### config.mk
export PLATFORM = sky130hd
export DESIGN_NAME = dram_rd_pipe
export DESIGN_NICKNAME = d
export VERILOG_FILES = /design/src/rtl/dram_rd_pipe.sv
export SDC_FILE = /design/constraint.sdc
export NUM_CORES = 1
export LEC_CHECK = 0
export BUFFER_PORTS_ARGS = -buffer_cell sky130_fd_sc_hd__buf_4
export CORE_AREA = 2 2 91 93
export DETAILED_ROUTE_END_ITERATION = 12
export DIE_AREA = 0 0 93 95
export PLACE_DENSITY_LB_ADDON = 0.25
export SYNTH_ARGS = -nofsm -noshare
export SYNTH_HDL_FRONTEND = slang
export SYNTH_SLANG_ARGS = --single-unit
### constraint.sdc
create_clock -name clk -period 1.1 [get_ports clk]
set_clock_uncertainty 0.1 [all_clocks]
set_input_delay 0.11 -clock clk [delete_from_list [all_inputs] [get_ports clk]]
set_output_delay 0.11 -clock clk [all_outputs]
set_load 0.01 [all_outputs]
### src/rtl/dram_rd_pipe.sv
// Fixed-depth read-return shift register: valid bits are cleared by reset,
// data stages simply follow along.
module dram_rd_pipe #(
    parameter int DATA_BITS = 32,
    parameter int DEPTH     = 5
) (
    input  logic                 clk,
    input  logic                 rst,
    input  logic                 in_valid,
    input  logic [DATA_BITS-1:0] in_data,
    output logic                 out_valid,
    output logic [DATA_BITS-1:0] out_data
);

    logic [DEPTH-1:0]     vld;
    logic [DATA_BITS-1:0] dat [DEPTH];

    always_ff @(posedge clk or negedge rst) begin
        if (!rst) begin
            vld <= '0;
        end else begin
            vld[0] <= in_valid;
            for (int unsigned i = 1; i < DEPTH; i++) begin
                vld[i] <= vld[i-1];
            end
        end
    end

    always_ff @(posedge clk) begin
        dat[0] <= in_data;
        for (int unsigned i = 1; i < DEPTH; i++) begin
            dat[i] <= dat[i-1];
        end
    end

    assign out_valid = vld[DEPTH-1];
    assign out_data  = dat[DEPTH-1];

endmodule

==> results of run 1 <==
[cell type report]
class,instances,area [um^2],share of cell area
clock buffer,18,418,0.0834
timing repair buffer,102,977,0.195
clock inverter,14,123,0.0245
tap,105,131,0.0262
sequential,165,3360,0.671
[cells in the mapped netlist]
cell                      count
sky130_fd_sc_hd__dfxtp_1    160
sky130_fd_sc_hd__buf_4       32
sky130_fd_sc_hd__dfrtp_1      5
[state kept, by name, summed over array words and instances (netlist names)]
name	flops
dat	160
vld	5
[cell usage in the layout (no fill, tap or decap)]
cell / n
sky130_fd_sc_hd__dfxtp_1: 132
sky130_fd_sc_hd__dlygate4sd3_1: 35
sky130_fd_sc_hd__buf_4: 34
sky130_fd_sc_hd__buf_6: 33
sky130_fd_sc_hd__dfxtp_2: 28
sky130_fd_sc_hd__clkbuf_16: 16
sky130_fd_sc_hd__clkinv_4: 5
sky130_fd_sc_hd__dfrtp_1: 5
sky130_fd_sc_hd__inv_6: 4
sky130_fd_sc_hd__clkinvlp_4: 3
sky130_fd_sc_hd__clkbuf_8: 1
sky130_fd_sc_hd__clkbuf_1: 1
sky130_fd_sc_hd__clkinv_8: 1
sky130_fd_sc_hd__clkinv_2: 1
[path summary, 6_finish.rpt]
check	slack (ns)	endpoint	from
max in group asynchronous	0.23	vld[3]$_DFF_PN0_	rst
min	0.15	dat[0][1]$_DFF_P_	in_data[1]
min in group asynchronous	0.45	vld[1]$_DFF_PN0_	rst
max reg2reg	0.52	vld[2]$_DFF_PN0_	vld[1]$_DFF_PN0_
min reg2reg	0.22	dat[0][61]$_DFF_P_	dat[0][29]$_DFF_P_
max	-0.11	out_valid	vld[4]$_DFF_PN0_
[cells by family after synthesis]
kind of cell  Yosys count  share of synthesized area
buf+inv                32                     0.0673
flops                 165                      0.933
[per-layer routing]
| layer | GRT usage | vias up |
|---|---|---|
| met3 | 0.0623 | 9 |
| met5 | 0 | - |
| li1 | - | 753 |
| met1 | 0.0967 | 667 |
| met2 | 0.153 | 46 |
| met4 | 0.0735 | 0 |
[power groups by stage]
stage	clock network, uW	logic [uW]	registers [uW]
final	5150	356	6390
after global routing	5590	382	6420
after CTS	5320	359	6390
after detailed placement	0	222	6500
after global placement	0	221	6490
after floorplan	0	119	6480
[stage by stage]
stage / hold WS (ns) / power [uW] / worst slack (ns)
floorplan: -0.286 / 6590 / 0.489
global placement: -0.183 / 6710 / 0.416
CTS: 0.112 / 12100 / -0.156
global route: 0.123 / 12400 / -0.170
detailed placement: -0.179 / 6730 / 0.390
finish: 0.150 / 11900 / -0.111
[repair_timing]
action | CTS | global route
endpoints found under the hold margin | 38 | 0
resized for setup | 50 | 11
gates cloned | 0 | 0
endpoints found under the setup margin | 33 | 33
hold buffers | 35 | 0
==> results.toml, run 1 <==
[run_status]
result_of_the_run = "finished with violations"
violations_in_the_final_reports = "negative setup slack"

[synth]
synth_seq_cells = 165
netlist-cell-type-count = 3
post_synth_instance_area_mm2 = 0.00357
seq_area_frac_synth = 0.933
synth.net_count = 232
yosys-top-cells-area = "sky130_fd_sc_hd__dfxtp_1 (90%), sky130_fd_sc_hd__buf_4 (6.7%), sky130_fd_sc_hd__dfrtp_1 (3.5%)"
yosys_warnings = 0
synth.avg_cell_area_um2 = 18.1
netlist.top_cell.by_area = "sky130_fd_sc_hd__dfxtp_1"
netlist_instances = 197
synth.top_cell.area_share = 0.898

[hold_path]
hold_path_class = "in2reg"
timing.hold.worst_path_depth = 2

[finish]
num-nets-final = 321
layout.cells.non_filler = 404
multi_input_cells = 0
fillCellCount = 581
finalInstanceArea_mm2 = 0.00501
share_of_cells_above_drive_strength_1 = 0.421
layout-area-overhead-vs-synth_pct = 40.5
multi_input_comb_area_um2 = 0
layout.core_utilization = 0.632
antenna_cells_inserted = 0

[floorplanning]
floorplan.initialDensity = 0.450
placeableCoreArea_mm2 = 0.00793
fp.dieH_um = 95
io-pin-count = 68
placementRows = 33
chipWidth_um = 93
dieArea_mm2 = 0.00884

[pwr]
net-switching-power_uw = 2490
power_density_mw_per_mm2 = 2370
power_leakage_uw = 0.00217
p_comb_frac = 0.030
swShare = 0.209
p_seq_frac = 0.537
internal_power_uw = 9410
power_frac_clock = 0.433
max_rail_drop_vdd_mv = 1.41

[placed_design]
place_congestion = 0.592
port_buffers = 67
dpl-instance-area_mm2 = 0.00396
detailedPlacementHpwl_um = 2090
post-place-cells = 337

[route]
total_length_of_routed_met3_wires_um = 233
detail_route.iter0.violations = 20
route.layer.met1.wl_um = 1570
route.vias.total = 1475
drtPass1Iterations = 4
post_drt_wl_per_cell_um = 9.33
detail_route.wirelength_um = 3770
remaining_drc_errors = 0
topRoutingLayerUsed = "met4"
met2_length_um = 1870
drt.antenna.violating_nets = 0
via_per_inst = 3.65

[clock_network]
clkTransAtPathRegs_ns = 0.06
worst_case_clock_buffer_depth = 2
cts_sinks = 165
htreeDepth = 4
clockRootBuffer = "sky130_fd_sc_hd__clkbuf_8"
clk-insertion-delay-late_ns = 0.50
cts_buffers = 17
post_cts_buffers = 0
tritoncts = "built"

[setup_path]
timing_worst_setup_path_type = "reg2out"
number_of_stages_on_the_worst_setup_path = 1
r2r_cells = 0
worst_ep_required_time_ns = 0.89
worst_ep_arrival_time_ns = 1.00
worst_path_largest_cell_delay_ns = 0.38
end_kind = "output port"
critical-path-top-delay-family = "flip-flops"
timing.critical_path.slowest_stage_cell = "sky130_fd_sc_hd__dfrtp_1"
bufs_and_invs_on_worst_path = 1
crit_path_start_kind = "register"
worstPathMaxFanout = 1
crit_path_cell_trace = "buf_6"

[global_route]
grt_first_pass_wirelength_um = 6130
overflow = 0
global_route.usage.total = 0.0992
grt_max_degree = 17
grt_pass1_vias = 1459
grt_antenna_before_repair = 0

[timing]
tns_ns = -1.13
final_setup_margin_ns = -0.111
worst_slew_pin_slew_ns = 0.271
final.period_utilization = 1.10
unrepaired_setup_endpoints_after_global_routing = "yes"
slew_headroom = 0.820
report.final.slew_viol_count = 0
timing.fmax_mhz = 826
shortest_period_the_worst_path_allows_ns = 1.21
finalSetupViolCount = 33
timing_hold_violations_final = 0

[flow_run]
drv.max_cap_violation_count = 0
Power figures use the tool's default switching activity.
==> run 2, diff against run 1 <==
--- a/config.mk
+++ b/config.mk
@@ -13,3 +13,4 @@
 export SYNTH_ARGS = -nofsm -noshare
 export SYNTH_HDL_FRONTEND = slang
 export SYNTH_SLANG_ARGS = --single-unit
+export TNS_END_PERCENT = 1
==> results.toml, run 2 (same netlist as run 1, synthesis figures left out) <==
[floorplanning]
chipWidth_um = 93
placementRows = 33
floorplan.initialDensity = 0.450
fp.dieH_um = 95
dieArea_mm2 = 0.00884
io-pin-count = 68
placeableCoreArea_mm2 = 0.00793

[clock_network]
clockRootBuffer = "sky130_fd_sc_hd__clkbuf_8"
post_cts_buffers = 0
cts_sinks = 165
htreeDepth = 4
clk-insertion-delay-late_ns = 0.50
worst_case_clock_buffer_depth = 2
cts_buffers = 17
clkTransAtPathRegs_ns = 0.06
tritoncts = "built"

[finish]
top_register = "dat"
largest_register_ffs = 160
multi_input_comb_area_um2 = 0
mostFrequentLayoutCell = "sky130_fd_sc_hd__dfxtp_1"
layout.cells.most_common_list = "sky130_fd_sc_hd__dfxtp_1 (135), sky130_fd_sc_hd__buf_4 (37), sky130_fd_sc_hd__dlygate4sd3_1 (35)"
largestRegisters = "dat (160), vld (5)"
multi_input_cells = 0
layout-area-overhead-vs-synth_pct = 40.0
antenna_cells_inserted = 0
layout.core_utilization = 0.630
num-nets-final = 321
share_of_cells_above_drive_strength_1 = 0.411

[hold_path]
hold_path_class = "in2reg"
timing.hold.worst_path_depth = 2

[global_route]
grt_first_pass_wirelength_um = 6170
overflow = 0
grt_max_degree = 17
grt_pass1_vias = 1459
grt_antenna_before_repair = 0
global_route.usage.total = 0.0999

[setup_path]
worstPathMaxFanout = 1
r2r_end = "vld[2]$_DFF_PN0_"
crit_path_cell_trace = "buf_6"
end_kind = "output port"
crit_path_start_kind = "register"
crit_startpoint = "vld[4]$_DFF_PN0_"
timing_worst_setup_path_type = "reg2out"
critical-path-top-delay-family = "flip-flops"
worst_ep_arrival_time_ns = 1.00
worst_ep_required_time_ns = 0.89
number_of_stages_on_the_worst_setup_path = 1
bufs_and_invs_on_worst_path = 1
timing.critical_path.slowest_stage_cell = "sky130_fd_sc_hd__dfrtp_1"
crit_end = "out_valid"
r2r_cells = 0
setup.reg_to_reg.worst_slack_ns = 0.52
r2r-start = "vld[1]$_DFF_PN0_"
worst_path_largest_cell_delay_ns = 0.38

[run_status]
result_of_the_run = "finished with violations"
violations_in_the_final_reports = "negative setup slack"

[route]
drtPass1Iterations = 4
via_per_inst = 3.65
post_drt_wl_per_cell_um = 9.41
detail_route.wirelength_um = 3800
remaining_drc_errors = 0
route.vias.total = 1474
detail_route.iter0.violations = 20
drt.antenna.violating_nets = 0

[placed_design]
place_congestion = 0.592
detailedPlacementHpwl_um = 2090
port_buffers = 67
dpl_worst_slack_ns = 0.390

[timing]
report.final.slew_viol_count = 0
timing.fmax_mhz = 826
slew_headroom = 0.820
holdWs_ns = 0.150
worst_slew_pin_slew_ns = 0.271
shortest_period_the_worst_path_allows_ns = 1.21
final.period_utilization = 1.10
final_setup_margin_ns = -0.111
tns_ns = -1.16
unrepaired_setup_endpoints_after_global_routing = "yes"
finalSetupViolCount = 33
timing_hold_violations_final = 0

[pwr]
max_rail_drop_vdd_mv = 1.41
design_power_total_uw = 11900
power_density_mw_per_mm2 = 2380
internal_power_uw = 9400
p_seq_frac = 0.537
net-switching-power_uw = 2490
power_frac_clock = 0.433
power_leakage_uw = 0.00217
p_comb_frac = 0.030
swShare = 0.210

[flow_run]
drv.max_cap_violation_count = 0
-- run 2: metal layers --
| metal | up-vias | GRT usage | share of wire |
|---|---|---|---|
| li1 | 754 | - | - |
| met1 | 665 | 0.0988 | 0.42 |
| met2 | 46 | 0.153 | 0.50 |
| met3 | 9 | 0.0623 | 0.063 |
| met4 | 0 | 0.0735 | 0.025 |
| met5 | - | 0 | 0 |
-- run 2: worst min path at each step --
stage | start | end
floorplan | rst | vld[0]$_DFF_PN0_
global placement | rst | vld[4]$_DFF_PN0_
detailed placement | rst | vld[4]$_DFF_PN0_
CTS | in_data[11] | dat[0][11]$_DFF_P_
global route | in_data[1] | dat[0][1]$_DFF_P_
finish | in_data[4] | dat[0][4]$_DFF_P_
-- run 2: through the flow --
step,instances,instance area (um^2)
floorplan,197,3570
global route,404,5000
finish,404,5000
detailed placement,337,3960
global placement,337,3960
CTS,404,4960
-- run 2: timing repair --
item,4_1_cts,5_1_grt
endpoints found under the setup margin,33,33
resized for setup,36,19
hold buffers,35,0
hold endpoints to repair,38,0
-- run 2: final cells by class --
class,count,area (um^2)
fillers,590,2930
well taps,105,131
repair buffers,102,966
clock buffers,18,418
clock inverters,14,123
flip-flops and latches,165,3360
-- run 2: power by group through the flow --
stage | logic (uW) | registers, uW | clock network (uW)
floorplan | 119 | 6480 | 0
CTS | 351 | 6380 | 5320
finish | 353 | 6390 | 5160
detailed placement | 222 | 6500 | 0
global route | 379 | 6410 | 5600
global placement | 221 | 6490 | 0
